### src/rtl/seg7_scanner.sv
// Time-multiplexed 7-segment scanner: shared segment bus plus per-digit
// anode enables, with a once-per-frame snapshot and per-slot blanking gap.
module seg7_scanner #(
  parameter int NUM_7SEGMENTS = 8,
  parameter int DIGIT_CYCLES  = 50000,
  parameter int BLANK_CYCLES  = 500,
  parameter bit AN_ACTIVE_LOW = 1'b1
) (
  input  logic                     clk,
  input  logic                     n_rst,
  input  logic                     i_en,
  input  logic [6:0]               i_hex [0:NUM_7SEGMENTS-1],
  output logic [6:0]               o_seg,
  output logic [NUM_7SEGMENTS-1:0] o_an,
  output logic                     o_frame_start
);

  localparam int CW = (DIGIT_CYCLES > 1) ? $clog2(DIGIT_CYCLES) : 1;
  localparam int DW = (NUM_7SEGMENTS > 1) ? $clog2(NUM_7SEGMENTS) : 1;

  localparam logic [CW-1:0] CNT_MAX = CW'(DIGIT_CYCLES - 1);
  localparam logic [CW-1:0] CNT_ON  = CW'(BLANK_CYCLES);
  localparam logic [DW-1:0] DIG_MAX = DW'(NUM_7SEGMENTS - 1);

  localparam logic [NUM_7SEGMENTS-1:0] AN_OFF =
    {NUM_7SEGMENTS{AN_ACTIVE_LOW}};

  typedef enum logic {BLANK, ON} phase_t;

  logic                     run;
  logic [CW-1:0]            cnt;
  logic [DW-1:0]            dig;
  phase_t                   phase;
  logic [6:0]               shadow [0:NUM_7SEGMENTS-1];

  logic [CW-1:0]            cnt_n;
  logic [DW-1:0]            dig_n;
  logic                     wrap;
  phase_t                   phase_n;
  logic [NUM_7SEGMENTS-1:0] sel;
  logic [NUM_7SEGMENTS-1:0] an_on;
  logic [6:0]               seg_on;

  // Position of the cycle this edge begins; !run means a fresh start.
  always_comb begin
    cnt_n = '0;
    dig_n = '0;
    if (run) begin
      if (cnt == CNT_MAX) begin
        cnt_n = '0;
        dig_n = (dig == DIG_MAX) ? '0 : dig + 1'b1;
      end else begin
        cnt_n = cnt + 1'b1;
        dig_n = dig;
      end
    end
    wrap = (cnt_n == '0) && (dig_n == '0);

    phase_n = phase;
    if (cnt_n == '0)
      phase_n = (CNT_ON == '0) ? ON : BLANK;
    else if (cnt_n == CNT_ON)
      phase_n = ON;

    sel = '0;
    sel[dig_n] = 1'b1;
    an_on = AN_ACTIVE_LOW ? ~sel : sel;
    // The snapshot lands on this same edge, so bypass it at frame start.
    seg_on = wrap ? i_hex[0] : shadow[dig_n];
  end

  always_ff @(posedge clk or negedge n_rst) begin
    if (!n_rst) begin
      run           <= 1'b0;
      cnt           <= '0;
      dig           <= '0;
      phase         <= BLANK;
      shadow        <= '{default: 7'h7f};
      o_seg         <= 7'h7f;
      o_an          <= AN_OFF;
      o_frame_start <= 1'b0;
    end else if (!i_en) begin
      run           <= 1'b0;
      cnt           <= '0;
      dig           <= '0;
      phase         <= BLANK;
      o_seg         <= 7'h7f;
      o_an          <= AN_OFF;
      o_frame_start <= 1'b0;
    end else begin
      run           <= 1'b1;
      cnt           <= cnt_n;
      dig           <= dig_n;
      phase         <= phase_n;
      o_frame_start <= wrap;
      if (wrap)
        shadow <= i_hex;
      if (phase_n == ON) begin
        o_seg <= seg_on;
        o_an  <= an_on;
      end else begin
        o_seg <= 7'h7f;
        o_an  <= AN_OFF;
      end
    end
  end

endmodule

### config.mk
export PLATFORM = sky130hd
export DESIGN_NAME = seg7_scanner
export DESIGN_NICKNAME = d
export VERILOG_FILES = /design/src/rtl/seg7_scanner.sv
export SDC_FILE = /design/constraint.sdc
export NUM_CORES = 1
export LEC_CHECK = 0
export ABC_CLOCK_PERIOD_IN_PS = 7950
export CAP_MARGIN = 40
export CORE_MARGIN = 1
export CORE_UTILIZATION = 58
export CTS_CLUSTER_SIZE = 40
export DETAILED_ROUTE_END_ITERATION = 8
export GPL_TIMING_DRIVEN = 1
export PLACE_DENSITY = 0.85
export SLEW_MARGIN = 25
export SYNTH_ARGS = -nofsm -noshare
export SYNTH_HDL_FRONTEND = slang
export SYNTH_SLANG_ARGS = --single-unit
### constraint.sdc
create_clock -name clk -period 7.95 [get_ports clk]
set_input_delay 1.59 -clock clk [delete_from_list [all_inputs] [get_ports clk]]
set_output_delay 1.59 -clock clk [all_outputs]
set_load 0.01 [all_outputs]
==> impl_metrics.toml, run 1 <==
[run]
cap_violations = 0

[logic_synthesis]
async_flop_share_pct = 100
yosys-top-cells-count = "dfstp_2, mux2_4, mux2i_1, nor2_1, mux2_2"
syn_nets = 419
synth_area_leader_cell = "dfstp_2"
synth_top_area_share_pct = 40.9
synthTopCellsByArea = "dfstp_2, dfrtp_1, mux2_4"
synth-seq-cells = 93
yosysMostFrequentCell = "dfstp_2"
ys.flop_type = "dfstp_2"
ys_seq_area_share_pct = 53.0
synthCells = 357
synth_edf_count = 0
netlist_area_mm2 = 0.00456
ys_types = 46
syn_area_per_cell_um2 = 12.8
ys_warn_count = 0

[grt]
grt-ovfl-total = 0
grt_antenna_before_repair = 0
grt_max_degree = 94
grt_pass1_vias = 3059
grt_pass1_wl_um = 15200
grtUsageTotal_pct = 23.9

[pwr]
p_seq_share_pct = 53.7
p_sw_uw = 247
power_leakage_nw = 2.17
powerDensity_mw_per_mm2 = 193
p_int_uw = 837
power_frac_clock_pct = 33.0
netSwitchingFraction_pct = 22.8
power_mw = 1.08
ir_drop_mv = 0.110
p_comb_share_pct = 13.4

[critical_path]
crit_top_cell = "buf_4"
cp_max_fo = 49
critPathKind = "reg -> reg"
rr_endpoint = "shadow[44]"
end_kind = "flop"
rrSetupSlack_ns = 4.14
crit_path_start_kind = "flop"
cp-startpoint = "cnt[0]"
endpoint = "shadow[44]"
r2r_start = "cnt[0]"
reg2regPathDepth = 11
slowest_stage = "or4_1"
critPathMaxStageDelay_ns = 0.81
path_cells = "ha_1, nand3_1, or4_1, mux2i_4, buf_4, nor2_1, nand2_1, a21oi_4, buf_4, buf_16, mux2_2"
cp_data_required_time_ns = 8.24
critPathArrivalTime_ns = 4.10

[drt]
drc = 0
antenna_left = 0
vias = 3051
firstDrtPassIters = 5
viasPerCell = 5.75
wl_per_cell_um = 17.5
drtIter0Drc = 180
routed_wl_um = 9320

[sta]
rsz0062_at_grt = "false"
period_share_pct = 47.9
fin_skew_ns = 0.0130
finalCriticalPeriod_ns = 3.81
finalMaxSlewViolations = 0
hold_viol_final = 0
tightest_slew_ns = 0.774
setup_violations = 0
fin_tns_setup_ns = 0
slew_headroom_pct = 46.9
fin_hold_ws_ns = 0.537
fmax_ghz = 0.262

[clocking]
cts-buffers-inserted = 9
cts_hold_buf = 0
post_cts_buffers = 0
clock-sinks = 93
path_clk_slew_ns = 0.09
cts_tree = "done"
root_buffer = "clkbuf_8"
h-tree-depth = 3
cts_resized = 0
clockBufferDepth = 2
clock_latency_ns = 0.37

[floorplanning]
row_count = 31
die_h_um = 90.7
ios = 75
dieArea_mm2 = 0.00822
start_util_pct = 61.5
die_w_um = 90.7
core-area_mm2 = 0.00741

[layout]
fill_cells = 471
area_delta_synth_final_pct = 23.4
nets = 489
diodes = 0
final_area_mm2 = 0.00562
finalNonFillerCells = 531
drive_above_1_share_pct = 35.6

[placement]
gp_routability_congestion = 0.892
port-buffer-count = 74
dpl.cell_count = 513
dpl_cell_area_mm2 = 0.00534
dpl.hpwl_um = 6430

[status]
status = "completed"

[worst_hold_path]
min-delay-path-class = "reg -> reg"
area by class of cell:
| cell class | count | area (µm²) | area share (%) |
|---|---|---|---|
| well taps | 99 | 124 | 2.20 |
| inverters | 4 | 15.0 | 0.267 |
| multi-input cells | 240 | 2020 | 35.9 |
| clock inverters | 6 | 93.8 | 1.67 |
| clock buffers | 10 | 138 | 2.45 |
| repair buffers | 79 | 820 | 14.6 |
| flip-flops and latches | 93 | 2420 | 43.0 |
cells by family after synthesis:
family	synth area share (%)
mux	23.8
xor+xnor	3.07
flops	53.0
buf+inv	2.96
compound gates	4.61
fa+ha+maj	0.824
simple gates	11.7
cells in the final DEF (no fill, tap or decap), types with 3 or more instances in the layout:
cell type | Yosys | layout
nand2_1 | 14 | 14
mux2_2 | 28 | 28
and4_1 | 3 | 3
or3_1 | 10 | 10
nor2_1 | 29 | 29
xnor2_1 | 12 | 12
clkdlybuf4s50_1 | 0 | 73
nand3_1 | 16 | 16
ha_1 | 3 | 3
or4_1 | 3 | 3
xor2_1 | 4 | 4
buf_4 | 1 | 3
nand4_1 | 4 | 4
mux2i_1 | 29 | 29
inv_1 | 4 | 4
and3_1 | 3 | 3
clkbuf_8 | 0 | 10
o21ai_0 | 5 | 5
a21oi_1 | 4 | 3
dfstp_2 | 71 | 71
dfrtp_1 | 22 | 22
o22ai_1 | 13 | 13
nor3_1 | 4 | 4
mux2_4 | 29 | 29
sequential cells by signal, summed over array words and instances, names as in the netlist:
signal         count
run                1
o_seg              7
o_an               8
shadow            56
phase              1
o_frame_start      1
dig                3
cnt               16
worst min path at each step:
stage	endpoint	slack [ns]	startpoint	depth (start not counted)
floorplan	cnt[0]	0.47	cnt[0]	1
global placement	cnt[0]	0.48	cnt[0]	1
detailed placement	cnt[0]	0.52	cnt[0]	1
CTS	cnt[0]	0.53	cnt[0]	1
global route	cnt[0]	0.56	cnt[0]	1
finish	cnt[0]	0.54	cnt[0]	1
metrics by stage:
step                      setup slack, ns  utilization, %
after floorplan                      5.01               -
after global placement               4.07            71.9
after detailed placement             4.03            72.0
after CTS                            3.99            75.2
after global routing                 3.94            75.9
final                                4.14            75.9
power by group through the flow:
stage	sequential (mW)	clock, mW	combinational, mW
after CTS	0.582	0.364	0.143
final	0.582	0.357	0.145
after global routing	0.588	0.385	0.155
after global placement	0.587	0	0.136
after floorplan	0.578	0	0.0916
after detailed placement	0.589	0	0.142
layer usage:
metal,share of wire (%),global-route usage [%],vias to the layer above
met5,0,0,-
met4,2.1,8.74,0
met3,4.3,5.22,18
met2,48,36.4,106
met1,46,33.7,1496
li1,-,-,1431
critical path, delay by kind of cell (launching register included):
family | cells | cell delay (ns)
AOI/OAI and AO/OA | 1 | 0.12
muxes | 2 | 0.66
adders and majority gates | 1 | 0.27
and+or+nand+nor | 4 | 1.38
buffers and inverters | 3 | 0.82
DFF | 1 | 0.42
(Power assumes the default switching activity.)
==> run 2: changes to the inputs <==
ABC_CLOCK_PERIOD_IN_PS = 3300   (was 7950)
CORE_UTILIZATION = 48   (was 58)
PLACE_DENSITY = 0.75   (was 0.85)
clock period = 3.3 ns   (was 7.95 ns; I/O delays follow)
==> run 2 against run 1 <==
- core utilization shrank 13 points
- worst setup slack lost 3.9 ns
- sequential power grew 140%
- critical path type unchanged
- critical endpoint is now shadow[41]
- largest cell class unchanged
- highest routed layer unchanged
==> impl_metrics.toml, run 2 (same netlist as run 1, synthesis figures left out) <==
[status]
status = "completed"

[floorplanning]
die_w_um = 99.4
row_count = 35
core-area_mm2 = 0.00924
ios = 75
start_util_pct = 49.3
die_h_um = 99.4
dieArea_mm2 = 0.00989

[sta]
hold_viol_final = 0
fmax_ghz = 0.322
fin_ws_ns = 0.195
rsz0062_at_grt = "false"
finalMaxSlewViolations = 0
fin_tns_setup_ns = 0
finalCriticalPeriod_ns = 3.10
setup_violations = 0
period_share_pct = 94.1
slew_headroom_pct = 64.2
tightest_slew_ns = 0.533
fin_skew_ns = 0.0124

[drt]
viasPerCell = 5.46
drc = 0
firstDrtPassIters = 4
drtIter0Drc = 160
wl_per_cell_um = 17.2
vias = 3127
routed_wl_um = 9880
antenna_left = 0

[pwr]
power_mw = 2.66
power_leakage_nw = 2.24
p_comb_share_pct = 13.7
ir_drop_mv = 0.298
p_int_mw = 2.05
netSwitchingFraction_pct = 22.8
p_seq_share_pct = 52.8
p_sw_uw = 605
power_frac_clock_pct = 33.6
powerDensity_mw_per_mm2 = 455

[layout]
drive_above_1_share_pct = 38.3
final_common_cell = "clkdlybuf4s50_1"
final_cell_mix = "clkdlybuf4s50_1, dfstp_2, nor2_1, mux2i_1, mux2_4"
diodes = 0
area_delta_synth_final_pct = 28.1
reg_top3 = "shadow x56, cnt x16, o_an x8"
top_register = "shadow"
nets = 501
finalNonFillerCells = 573
largest_reg_flops = 56

[clocking]
clock_latency_ns = 0.36
cts-buffers-inserted = 9
clockBufferDepth = 2
cts_tree = "done"
clock-sinks = 93
h-tree-depth = 3
root_buffer = "clkbuf_8"
cts_hold_buf = 0
path_clk_slew_ns = 0.10

[critical_path]
end_kind = "flop"
reg2regPathDepth = 11
cp_max_fo = 16
rrSetupSlack_ns = 0.20
critPathKind = "reg -> reg"
crit_path_start_kind = "flop"
rr_endpoint = "shadow[41]"
cp_data_required_time_ns = 3.60
critPathArrivalTime_ns = 3.41
r2r_start = "cnt[0]"

[placement]
port-buffer-count = 74
dpl.cell_count = 553
dpl.hpwl_um = 6910
dpl_worst_slack_ns = 0.0858
gp_routability_congestion = 0.846

[grt]
grt_antenna_before_repair = 0
grtUsageTotal_pct = 20.7
grt_pass1_wl_um = 15600
grt_pass1_vias = 3179
grt-ovfl-total = 0
grt_max_degree = 60

[worst_hold_path]
min-delay-path-class = "in -> async"

[run]
cap_violations = 0
-- run 2: layer usage --
layer	track usage, %	vias to the layer above	wire length (µm)
met4	6.45	0	139
li1	-	1453	-
met3	5.55	12	432
met2	34.3	92	5060
met5	0	-	0
met1	26.6	1570	4250
-- run 2: power by group through the flow --
stage / logic [mW] / clock network (mW) / registers, mW
global route: 0.390 / 0.953 / 1.42
global placement: 0.339 / 0 / 1.41
detailed placement: 0.349 / 0 / 1.42
CTS: 0.350 / 0.909 / 1.40
floorplan: 0.221 / 0 / 1.39
finish: 0.363 / 0.891 / 1.40
-- run 2: layout make-up --
cell class                      count  area (µm²)
Inverter                            4        15.0
Clock inverter                      6        90.1
Tap cell                          129         161
Fill cell                         723        3400
Sequential cell                    93        2420
Timing Repair Buffer               91         971
Multi-Input combinational cell    240        2030
Clock buffer                       10         149
-- run 2: worst max-delay path by stage --
| stage | to | depth (start not counted) | start | slack, ns |
|---|---|---|---|---|
| floorplan | shadow[0] | 11 | cnt[12] | 0.36 |
| global placement | shadow[20] | 8 | cnt[13] | 0.19 |
| detailed placement | shadow[48] | 10 | cnt[0] | 0.09 |
| CTS | shadow[48] | 10 | cnt[0] | 0.07 |
| global route | shadow[41] | 9 | cnt[4] | 0.02 |
| finish | shadow[41] | 11 | cnt[0] | 0.20 |
-- run 2: metrics by stage --
| step | instance area [µm²] | utilization, % | hold WS [ns] |
|---|---|---|---|
| final | 5840 | 63.2 | 0.0857 |
| after CTS | 5720 | 61.9 | 0.362 |
| after floorplan | 4560 | - | 0.364 |
| after global routing | 5840 | 63.2 | 0.0654 |
| after detailed placement | 5480 | 59.4 | 0.524 |
| after global placement | 5480 | 59.4 | 0.497 |
-- run 2: what timing repair did --
item | 4_1_cts | 5_1_grt
resized for setup | 0 | 4
endpoints found under the hold margin | 0 | 0
endpoints found under the setup margin | 0 | 44
buffers inserted | 0 | 1
-- run 2: critical path: stages (launching register included) --
cell and delay (ns):
dfrtp_1 0.43, ha_2 0.25, nand3_2 0.14, buf_4 0.19
nor3_1 0.22, xnor2_1 0.17, o211ai_1 0.15, or4_1 0.62
a21oi_4 0.19, buf_12 0.15, clkbuf_16 0.20, mux2_2 0.34
